### config.mk
export PLATFORM = sky130hd
export DESIGN_NAME = fetch_ctrl
export DESIGN_NICKNAME = d
export VERILOG_FILES = /design/src/rtl/fetch_ctrl.sv
export SDC_FILE = /design/constraint.sdc
export NUM_CORES = 1
export LEC_CHECK = 0
export CORE_AREA = 2 2 210 212
export DETAILED_ROUTE_END_ITERATION = 8
export DIE_AREA = 0 0 212 214
export GPL_TIMING_DRIVEN = 0
export PLACE_DENSITY = 0.56
export SETUP_SLACK_MARGIN = 0.3
export SKIP_CTS_REPAIR_TIMING = 1
export SYNTH_ARGS = -nofsm -noshare
export SYNTH_HDL_FRONTEND = slang
export SYNTH_SLANG_ARGS = --single-unit
### constraint.sdc
create_clock -name clk_i -period 3.44 [get_ports clk_i]
set_input_delay 0.86 -clock clk_i [delete_from_list [all_inputs] [get_ports clk_i]]
set_output_delay 0.86 -clock clk_i [all_outputs]
set_load 0.005 [all_outputs]
### src/rtl/fetch_ctrl.sv
// Fetch sequencer: drives icache lookups from the fetch PC, pushes hit lines into the
// instruction queue, and refills missing lines from memory beat by beat.
module fetch_ctrl #(
  parameter int unsigned          ADDR_SIZE = 32,
  parameter int unsigned          LINE_SIZE = 128,
  parameter int unsigned          BEAT_W    = 32,
  parameter logic [ADDR_SIZE-1:0] RESET_PC  = '0
) (
  input  logic                 clk_i,
  input  logic                 rst_i,
  input  logic                 redirect_i,
  input  logic [ADDR_SIZE-1:0] redirect_pc_i,
  output logic                 ic_re_o,
  output logic [ADDR_SIZE-1:0] ic_pc_o,
  input  logic                 ic_hit_i,
  input  logic [LINE_SIZE-1:0] ic_line_i,
  output logic                 ic_we_o,
  output logic [LINE_SIZE-1:0] ic_wline_o,
  output logic                 mem_req_o,
  output logic [ADDR_SIZE-1:0] mem_addr_o,
  input  logic                 mem_ack_i,
  input  logic [BEAT_W-1:0]    mem_data_i,
  output logic                 iq_wr_o,
  output logic [LINE_SIZE-1:0] iq_data_o,
  input  logic                 iq_full_i,
  output logic [15:0]          miss_cnt_o
);

  localparam int unsigned NBEATS = LINE_SIZE / BEAT_W;
  localparam int unsigned LB     = LINE_SIZE / 8;
  localparam int unsigned BEAT_B = BEAT_W / 8;
  localparam int unsigned BCNT_W = (NBEATS > 1) ? $clog2(NBEATS) : 1;

  localparam logic [ADDR_SIZE-1:0] ALIGN_MASK = ~ADDR_SIZE'(LB - 1);
  localparam logic [ADDR_SIZE-1:0] LINE_STEP  = ADDR_SIZE'(LB);
  localparam logic [ADDR_SIZE-1:0] BEAT_STEP  = ADDR_SIZE'(BEAT_B);
  localparam logic [BCNT_W-1:0]    LAST_BEAT  = BCNT_W'(NBEATS - 1);

  typedef enum logic [1:0] {
    S_RUN    = 2'd0,
    S_REFILL = 2'd1,
    S_WRITE  = 2'd2
  } state_t;

  state_t               state_q, state_d;
  logic [ADDR_SIZE-1:0] pc_q;
  logic [ADDR_SIZE-1:0] miss_line_q;
  logic [ADDR_SIZE-1:0] redir_pc_q;
  logic                 pend_redir_q;
  logic [BCNT_W-1:0]    beat_q;
  logic [LINE_SIZE-1:0] line_buf_q;
  logic [15:0]          miss_cnt_q;

  logic [ADDR_SIZE-1:0] redir_aligned;
  logic                 last_ack;

  assign redir_aligned = redirect_pc_i & ALIGN_MASK;
  assign last_ack      = mem_ack_i && (beat_q == LAST_BEAT);
  assign iq_data_o     = ic_line_i;
  assign miss_cnt_o    = miss_cnt_q;

  // State register
  always_ff @(posedge clk_i) begin
    if (rst_i) begin
      state_q <= S_RUN;
    end else begin
      state_q <= state_d;
    end
  end

  // Next state and outputs; reset overrides every output
  always_comb begin
    state_d    = state_q;
    ic_re_o    = 1'b0;
    ic_pc_o    = pc_q;
    ic_we_o    = 1'b0;
    ic_wline_o = '0;
    mem_req_o  = 1'b0;
    mem_addr_o = '0;
    iq_wr_o    = 1'b0;

    unique case (state_q)
      S_RUN: begin
        ic_re_o = 1'b1;
        if (!redirect_i && ic_hit_i && !iq_full_i) begin
          iq_wr_o = 1'b1;
        end
        if (!redirect_i && !ic_hit_i) begin
          state_d = S_REFILL;
        end
      end
      S_REFILL: begin
        mem_req_o  = 1'b1;
        mem_addr_o = miss_line_q + ADDR_SIZE'(beat_q) * BEAT_STEP;
        if (last_ack) begin
          state_d = S_WRITE;
        end
      end
      S_WRITE: begin
        ic_we_o    = 1'b1;
        ic_pc_o    = miss_line_q;
        ic_wline_o = line_buf_q;
        state_d    = S_RUN;
      end
      default: state_d = S_RUN;
    endcase

    if (rst_i) begin
      state_d    = S_RUN;
      ic_re_o    = 1'b0;
      ic_pc_o    = RESET_PC;
      ic_we_o    = 1'b0;
      ic_wline_o = '0;
      mem_req_o  = 1'b0;
      mem_addr_o = '0;
      iq_wr_o    = 1'b0;
    end
  end

  // Fetch PC, refill buffer, pending redirect and miss counter
  always_ff @(posedge clk_i) begin
    if (rst_i) begin
      pc_q         <= RESET_PC;
      miss_line_q  <= '0;
      redir_pc_q   <= '0;
      pend_redir_q <= 1'b0;
      beat_q       <= '0;
      line_buf_q   <= '0;
      miss_cnt_q   <= '0;
    end else begin
      unique case (state_q)
        S_RUN: begin
          if (redirect_i) begin
            pc_q <= redir_aligned;
          end else if (ic_hit_i) begin
            if (!iq_full_i) begin
              pc_q <= pc_q + LINE_STEP;
            end
          end else begin
            miss_line_q <= pc_q;
            beat_q      <= '0;
            if (miss_cnt_q != 16'hFFFF) begin
              miss_cnt_q <= miss_cnt_q + 16'd1;
            end
          end
        end
        S_REFILL: begin
          if (mem_ack_i) begin
            line_buf_q[int'(beat_q) * int'(BEAT_W) +: BEAT_W] <= mem_data_i;
            beat_q <= beat_q + BCNT_W'(1);
          end
          // Refill runs to completion; the newest redirect target is applied after WRITE
          if (redirect_i) begin
            pend_redir_q <= 1'b1;
            redir_pc_q   <= redir_aligned;
          end
        end
        S_WRITE: begin
          if (redirect_i) begin
            pc_q <= redir_aligned;
          end else if (pend_redir_q) begin
            pc_q <= redir_pc_q;
          end
          pend_redir_q <= 1'b0;
        end
        default: ;
      endcase
    end
  end

endmodule

# After elaboration in Yosys (flattened, before gate mapping)
# Cells that the tools add are included.
totals:
  register_bits: 241
  latch_bits: 0
  ramBits: 0
  romBits: 0
  in_bits: 198
  output_inout_bits: 340
  wordCells: 80
  memories: 0
op_classes:
  n_addsub: 5
  multipliers: 0
  div: 0
  magnitude_cmp: 0
  n_eq_ne: 13
  shifts: 2
  mux: 31
  bitwise_logic: 2
  n_reduce_logical: 19
ops:
  columns: ["operator", "n"]
  rows:
  - ["$mux W32", 9]
  - ["$mux W128", 2]
  - ["$bwmux W128", 1]
  - ["$shift A32 B33 Y128 const A", 1]
  - ["$shiftx A32 B33 Y128", 1]
  - ["$pmux W32 S2", 1]
  - ["$neg A7 Y33", 1]
  - ["$add A32 B4 Y32", 1]
  - ["$add A32 B5 Y32 const B", 1]
  - ["$add A16 B1 Y16 const B", 1]
  - ["$ne A16 B16 Y1 const B", 1]
  - ["$ne A2 B2 Y1 const B", 6]
  - ["$reduce_and A4 Y1", 3]
  - ["$mux W1", 10]
  - ["$mux W2", 5]
  - ["$ne A3 B3 Y1 const B", 3]
  - ["$pmux W2 S2", 2]
  - ["$reduce_and A2 Y1", 4]
  - ["$reduce_bool A2 Y1", 3]
  - ["$eq A2 B2 Y1 const B", 2]
  - ["$logic_and A1 B1 Y1", 4]
  - ["$logic_not A1 Y1", 3]
  - ["$reduce_and A3 Y1", 1]
  - ["$add A2 B1 Y2 const B", 1]
  - ["other kinds (4)", 5]

# Depth between registers and ports, before layout
# Gate-level depths: netlist of the first run.
logic_depth:
  word_depth: 6
  ltp_mapped: 9
  depth_no_buf: 6

# Worst setup path before layout of the first run
# No wires, ideal clock.
synth_path:
  kind: "register to output"
  from: "register state_q[1]"
  to: "output port ic_pc_o[11]"
  t_arrival_ps: 1863
  t_required_ps: 2580
  slack_ps: 717
  stages_incl_launch_ff: 9
  path_buffers: 5
  cell_sequence: "dfxtp_1 buf_6 nor2b_1 clkbuf_1 clkbuf_1 clkbuf_1 clkbuf_1 nand2_1 a21oi_1"
synth_between:
  elab_chain_cells: 3
synth_lines:
  columns: ["element", "line_no", "rtl"]
  rows:
  - ["from (decl)", "45", "state_t state_q, state_d;"]
  - ["from (signal assigned)", "67", "state_q <= state_d;"]
  - ["$eq A2 B2 Y1", "82", "unique case (state_q)"]
  - ["$mux W32", "82", null]
  - ["$mux W32", "108", "if (rst_i) begin"]
  - ["to (decl)", "14", "output logic [ADDR_SIZE-1:0] ic_pc_o,"]
# No other way between the ends.

# Worst setup path after layout of the first run
layout_path:
  from: "input port ic_hit_i"
  to: "output port iq_wr_o"
layout_between:
  elab_chain_cells: 5
layout_lines:
  columns: ["element", "line_no", "rtl"]
  rows:
  - ["from (decl)", "15", "input logic ic_hit_i,"]
  - ["$logic_and A1 B1 Y1 (2 in a row)", "85", "if (!redirect_i && ic_hit_i && !iq_full_i) begin"]
  - ["$mux W1", "85", null]
  - ["$mux W1", "82", null]
  - ["$mux W1", "108", null]
  - ["to (decl)", "23", "output logic iq_wr_o,"]
# No other way between the ends.

==> key figures, run 1 <==
Drt
  – First-pass DRT Iterations: 7
  – WL per Instance: 20.76 um
  – Remaining DRCs: 0
  – First DRT Iteration DRCs: 855
  – DRT Wirelength: 55750 um
  – Vias per Instance: 5.046
  – Final ANT Viol Nets: 0
  – DR vias: 13550

Timing
  – RSZ-0062 raised after global routing: yes
  – Final Cycle Share: 98.41%
  – Worst Skew: 0.02482 ns
  – Final Hold Fails: 0
  – Slew Limit Fails: 0
  – Final worst path period need: 3.385 ns
  – Worst Tran Pin Value: 1.006 ns
  – Final setup violation count: 0
  – Fmax: 0.2954 GHz
  – Rel. slew slack: 32.82%

Critical path
  – Crit path launch type: input pin
  – Most frequent CP cell: clkdlybuf4s50_1
  – CP max-delay cell: clkdlybuf4s50_1
  – CP peak stage delay: 0.62 ns
  – Crit. End Element: output pin
  – Cells along the critical path: clkdlybuf4s50_1 -> nor4bb_4 -> clkdlybuf4s50_1
  – RR Startpoint: beat_q[0]
  – Worst setup startpoint: ic_hit_i
  – Worst-path fanout max: 4
  – Critical Path AT: 2.53 ns
  – Worst EP required: 2.58 ns
  – Crit path kind: input pin to output pin

Power
  – Total power: 6787 uW
  – PD cells: 356.2 nW/um^2
  – Peak VDD IR: 320.2 uV
  – Leakage: 0.01016 uW

Final layout
  – Area of the multi-input gates: 6060 um^2
  – Layout fillers: 4292
  – Share of cells above drive strength 1: 15.56%
  – Sequential Area: 4666 um^2
  – Final nets: 2286
  – Ant diodes: 0
  – Synthesis-to-layout area growth: 57.84%
  – Layout Cells excl Fill: 2686

Global route
  – Largest net degree at the start of global routing: 15
  – Gr usage total: 22.91%
  – Grt total ovfl: 0
  – First-pass GRT wire length: 80170 um
  – Initial antenna violation count: 1
  – Vias in the first global route: 12570

Clock tree
  – Root Driver: clkbuf_16
  – Clock transition at path regs: 0.06 ns
  – Clock Tree Buf Depth: 3
  – Clock sinks: 233
  – Worst-Skew Late Latency: 0.56 ns
  – CTS Buf Count: 27
  – H-tree depth: 1
  – CTS tree: yes

Floorplanning
  – Die height: 214 um
  – Die Wd: 212 um
  – Die footprint: 45370 um^2
  – Ports: 538
  – Initial core utilization: 28.15%
  – Core region area: 42890 um^2
  – Core Rows: 76

Placement
  – Global placement routability congestion: 0.9230
  – I/O Buffers: 398
  – Final HPWL DP: 42210 um
  – Dpl cells: 2608

Logic synthesis
  – Yosys top cell area share: 38.64%
  – FF+latch count, synth: 233
  – Post-synth EDFFs: 0
  – Sequential share of the synthesized area: 38.64%
  – Synth area leaders: dfxtp_1 39%, nand2_1 9.6%, and3_1 8.9%
  – Distinct cells, synth: 57
  – Async SR Flop Fraction: 0%
  – Synth warn: 0
  – Cells after synthesis: 1620
  – Mapped cell area: 12070 um^2
  – Synth area leader: dfxtp_1
  – Avg Inst Size Synth: 7.452 um^2
  – Main synth FF type: dfxtp_1

Run status
  – Outcome: finished, final reports clean

Flow run
  – # Max-Cap Violations: 0

Min path
  – Hold path start: line_buf_q[63]
  – Worst min-delay path class: flop to flop
## cell families (layout without fill, tap and decap cells)
family                     Yosys count  after routing  share of synthesized area [%]
and+or+nand+nor                    731            731                          29.35
AOI/OAI and AO/OA                  336            336                          16.47
buffers and inverters              293            769                          13.37
DFF                                233            233                          38.64
xor gates and xnor gates            16             16                          1.161
adders and majority gates            7              7                         0.7255
muxes                                3              3                         0.2488
other                                1              6                        0.03106
## through the flow
step                      TNS [ns]  util [%]  hold slack, ns  setup WS (ns)  instance area (um^2)
after floorplan                  0         -          0.4274         0.7173                 12090
after global placement     -137.40     39.19          0.4333         -1.511                 16810
after detailed placement   -139.13     39.19          0.4398         -1.508                 16810
after CTS                  -177.11     41.36          0.4492         -2.114                 17740
after global routing             0     44.43          0.4606       0.007034                 19050
final                            0     44.43          0.4482        0.05458                 19050
## flip-flops by register name, indices dropped and copies added, names as in the netlist
| name | cells |
|---|---|
| miss_line_q | 28 |
| state_q | 2 |
| beat_q | 2 |
| pend_redir_q | 1 |
| pc_q | 28 |
| miss_cnt_o | 16 |
| redir_pc_q | 28 |
| line_buf_q | 128 |
## synthesized netlist by cell type (all sizes together) (2+ instances only)
library cell	instances
nand2	310
a31oi	7
a21oi	208
nand4	15
nand2b	2
nor2	55
mux2i	3
inv	12
nor2b	2
nor3b	4
nand3	126
a211o	2
o21ai	26
and4	8
o311ai	3
o211ai	11
buf	141
xor2	8
and3	171
o21a	3
o32ai	3
or3	5
dfxtp	233
nor3	12
a32o	6
and2	9
or4	2
a22oi	20
o41ai	2
a22o	13
clkbuf	140
xnor2	8
ha	7
a21o	3
a211oi	14
a311oi	3
o31ai	4
nor4	7
## where the power goes
part / switching, uW / internal [uW] / total, uW
sequential: 59.3 / 2760 / 2820
clock: 1240 / 1790 / 3030
combinational: 482 / 462 / 944
## final timing paths
check,endpoint,slack [ns],depth (start not counted)
setup / recovery,iq_wr_o,0.05,3
setup reg to reg,line_buf_q[42],0.68,6
hold reg to reg,line_buf_q[63],0.45,2
hold / removal,line_buf_q[63],0.45,2
## cell usage in the layout, fill, tap and decap left out, types with 5 or more instances in the layout
cell type	Yosys	layout
nand2_1	310	310
dfxtp_1	233	232
clkdlybuf4s50_1	0	231
a21oi_1	208	193
buf_4	134	167
dlymetal6s2s_1	0	165
and3_1	171	143
nand3_1	126	126
clkbuf_1	140	91
nor2_1	55	55
clkbuf_16	0	29
and3_4	0	28
o21ai_0	25	25
a22oi_1	20	20
nand4_1	15	15
buf_6	1	14
a21oi_2	0	14
a211oi_1	14	14
a22o_1	13	13
buf_8	0	12
nor3_1	12	12
inv_1	11	11
o211ai_1	11	11
clkbuf_2	0	9
clkbuf_8	0	9
and4_1	8	8
xnor2_1	8	8
xor2_1	8	8
buf_12	0	7
clkbuf_4	0	7
ha_1	7	7
buf_2	3	6
and2_1	6	6
a31oi_1	7	6
a32o_1	6	6
conb_1	1	6
or3_1	5	5
nor4_1	5	5
clkinv_2	0	5
## critical path, delay by kind of cell
family        cells  cell delay (ns)
buf+inv           2             1.16
simple gates      1             0.51
## final cells by class
cell class	count	area share [%]
clock buffers	39	4.255
clock inverters	10	0.6370
inverters	12	0.2495
repair buffers	427	24.37
plain buffers	281	10.36
flip-flops and latches	233	24.49
well taps	585	3.842
multi-input cells	1099	31.80
## per-layer routing
| layer | GRT usage, % | up-vias | part of all wire (%) |
|---|---|---|---|
| li1 | - | 6404 | - |
| met1 | 27.92 | 6426 | 39 |
| met2 | 41.16 | 649 | 50 |
| met3 | 5.073 | 73 | 8.7 |
| met4 | 4.319 | 2 | 2.0 |
| met5 | 0 | - | 0.029 |
Power figures use the tool's default switching activity.
==> run 2: changes to the inputs <==
Settings changed: SETUP_SLACK_MARGIN 0.3 to unset.
==> key figures, run 2 (synthesized netlist as in run 1, its figures left out) <==
Run status
  – Outcome: finished, final reports clean

Timing
  – Final Cycle Share: 98.31% (-0.10 points)
  – RSZ-0062 raised after global routing: yes
  – Worst Skew: 0.02345 ns (-0.001370 ns)
  – Setup TNS: 0 ns (unchanged)
  – Final worst setup slack: 0.05816 ns (+0.003585 ns)
  – Final Hold Fails: 0 (unchanged)
  – Worst Tran Pin Value: 1.001 ns (-0.004847 ns)
  – Rel. slew slack: 33.14% (+0.32 points)
  – Final worst path period need: 3.382 ns (-0.003585 ns)
  – Final hold slack: 0.4485 ns (+0.0003200 ns)
  – Fmax: 0.2957 GHz (+0.11%)
  – Final setup violation count: 0 (unchanged)
  – Slew Limit Fails: 0 (unchanged)

Floorplanning
  – Initial core utilization: 28.15% (unchanged)
  – Die footprint: 45370 um^2 (unchanged)
  – Die Wd: 212 um (unchanged)
  – Core region area: 42890 um^2 (unchanged)
  – Ports: 538 (unchanged)
  – Core Rows: 76 (unchanged)
  – Die height: 214 um (unchanged)

Final layout
  – Commonest non-fill, non-tap cell in the layout: clkdlybuf4s50_1
  – Layout fillers: 4358 (+1.5%)
  – Synthesis-to-layout area growth: 50.38%
  – Leading cell types in the layout, fill and taps excluded: 373 x clkdlybuf4s50_1, 310 x nand2_1, 233 x dfxtp_1
  – Design Area, Final: 18150 um^2 (-4.7%)
  – Ant diodes: 0 (unchanged)
  – Final core occ: 42.33% (-2.1 points)
  – Max reg flops: 128 (unchanged)
  – Biggest register: line_buf_q
  – Final nets: 2258 (-1.2%)
  – Share of cells above drive strength 1: 12.83% (-2.7 points)

Critical path
  – Most frequent CP cell: clkdlybuf4s50_1
  – Worst-path fanout max: 4 (unchanged)
  – Worst path bufs/invs: 2 (unchanged)
  – Crit path kind: input pin to output pin
  – Critical Path AT: 2.52 ns (about the same)
  – Worst EP required: 2.58 ns (about the same)
  – CP max-delay cell: clkdlybuf4s50_1
  – Crit. End Element: output pin
  – Cells along the critical path: clkdlybuf4s50_1 -> nor4bb_4 -> clkdlybuf4s50_1
  – CP peak stage delay: 0.61 ns (about the same)
  – CP top delay family: buffers and inverters
  – Crit path launch type: input pin

Power
  – Peak VDD IR: 321.2 uV (+0.30%)
  – Leakage: 0.007369 uW (-27%)
  – PD cells: 372.5 nW/um^2 (+4.6%)

Clock tree
  – H-tree depth: 1 (unchanged)
  – Clock Tree Buf Depth: 3 (unchanged)
  – CTS Buf Count: 27 (unchanged)
  – Root Driver: clkbuf_16
  – Clock transition at path regs: 0.06 ns (about the same)
  – CTS tree: yes
  – Worst-Skew Late Latency: 0.56 ns (about the same)
  – Clock sinks: 233 (unchanged)

Global route
  – Gr usage total: 22.91% (unchanged)
  – Grt total ovfl: 0 (unchanged)
  – First-pass GRT wire length: 80170 um (unchanged)
  – Largest net degree at the start of global routing: 15 (unchanged)
  – Initial antenna violation count: 1 (unchanged)
  – Vias in the first global route: 12570 (unchanged)

Drt
  – First-pass DRT Iterations: 5 (-2)
  – Vias per Instance: 5.041 (-0.11%)
  – Final ANT Viol Nets: 0 (unchanged)
  – DR vias: 13400 (-1.2%)
  – WL per Instance: 20.78 um (+0.12%)
  – Remaining DRCs: 0 (unchanged)
  – First DRT Iteration DRCs: 970 (+13%)
  – DRT Wirelength: 55230 um (-0.93%)

Min path
  – Worst min-delay path class: flop to flop

Placement
  – Pre-CTS WS: -1.508 ns (unchanged)
  – Global placement routability congestion: 0.9230 (unchanged)
  – Final HPWL DP: 42210 um (unchanged)
  – Placed Area: 16810 um^2 (unchanged)
  – I/O Buffers: 398 (unchanged)

Flow run
  – # Max-Cap Violations: 0 (unchanged)
==> run 2: cell types whose count changed in the layout (fill, tap and decap cells not counted), sizes merged <==
cell | previous run | this run
clkdlybuf4s50 | 231 | 373
buf | 206 | 163
dlymetal6s2s | 165 | 25
clkbuf | 145 | 158
==> run 2: area by class of cell <==
class,instances,area (um^2),share of cell area (%)
multi-input combinational,1099,5919,32.61
sequential,233,4664,25.69
timing repair buffer,399,4054,22.33
buffer,281,1804,9.939
clock buffer,39,810.8,4.466
tap,585,732.0,4.032
clock inverter,10,121.4,0.6685
inverter,12,47.55,0.2619
==> run 2: worst paths after layout <==
path	start	endpoint	slack [ns]	depth (start not counted)
max	ic_hit_i	iq_wr_o	0.06	3
min	line_buf_q[23]	line_buf_q[23]	0.45	2
max reg2reg	state_q[1]	pc_q[31]	0.65	7
min reg2reg	line_buf_q[23]	line_buf_q[23]	0.45	2
==> run 2: power breakdown <==
group,leakage [uW],internal (uW),switching (uW)
sequential,0.00189,2760,58.6
clock,0.000463,1790,1240
combinational,0.00502,445,474
total,0.00737,4990,1770
==> run 2: metrics by stage <==
stage	instances	total power [uW]
floorplan	1625	3273
global placement	2608	3762
detailed placement	2608	3769
CTS	2657	6784
global route	2658	6994
finish	2658	6762
==> run 2: tightest hold or removal path, stage by stage (launching register included) <==
cell and delay [ns]:
dfxtp_1 0.31, nand2_1 0.05, a21oi_1 0.05
==> run 2: metal layers <==
| metal | track usage (%) | wire [um] | vias up |
|---|---|---|---|
| met5 | 0 | 16 | - |
| met4 | 4.319 | 960 | 2 |
| met3 | 5.073 | 4810 | 71 |
| met2 | 41.16 | 27520 | 649 |
| met1 | 27.92 | 21920 | 6337 |
| li1 | - | - | 6339 |
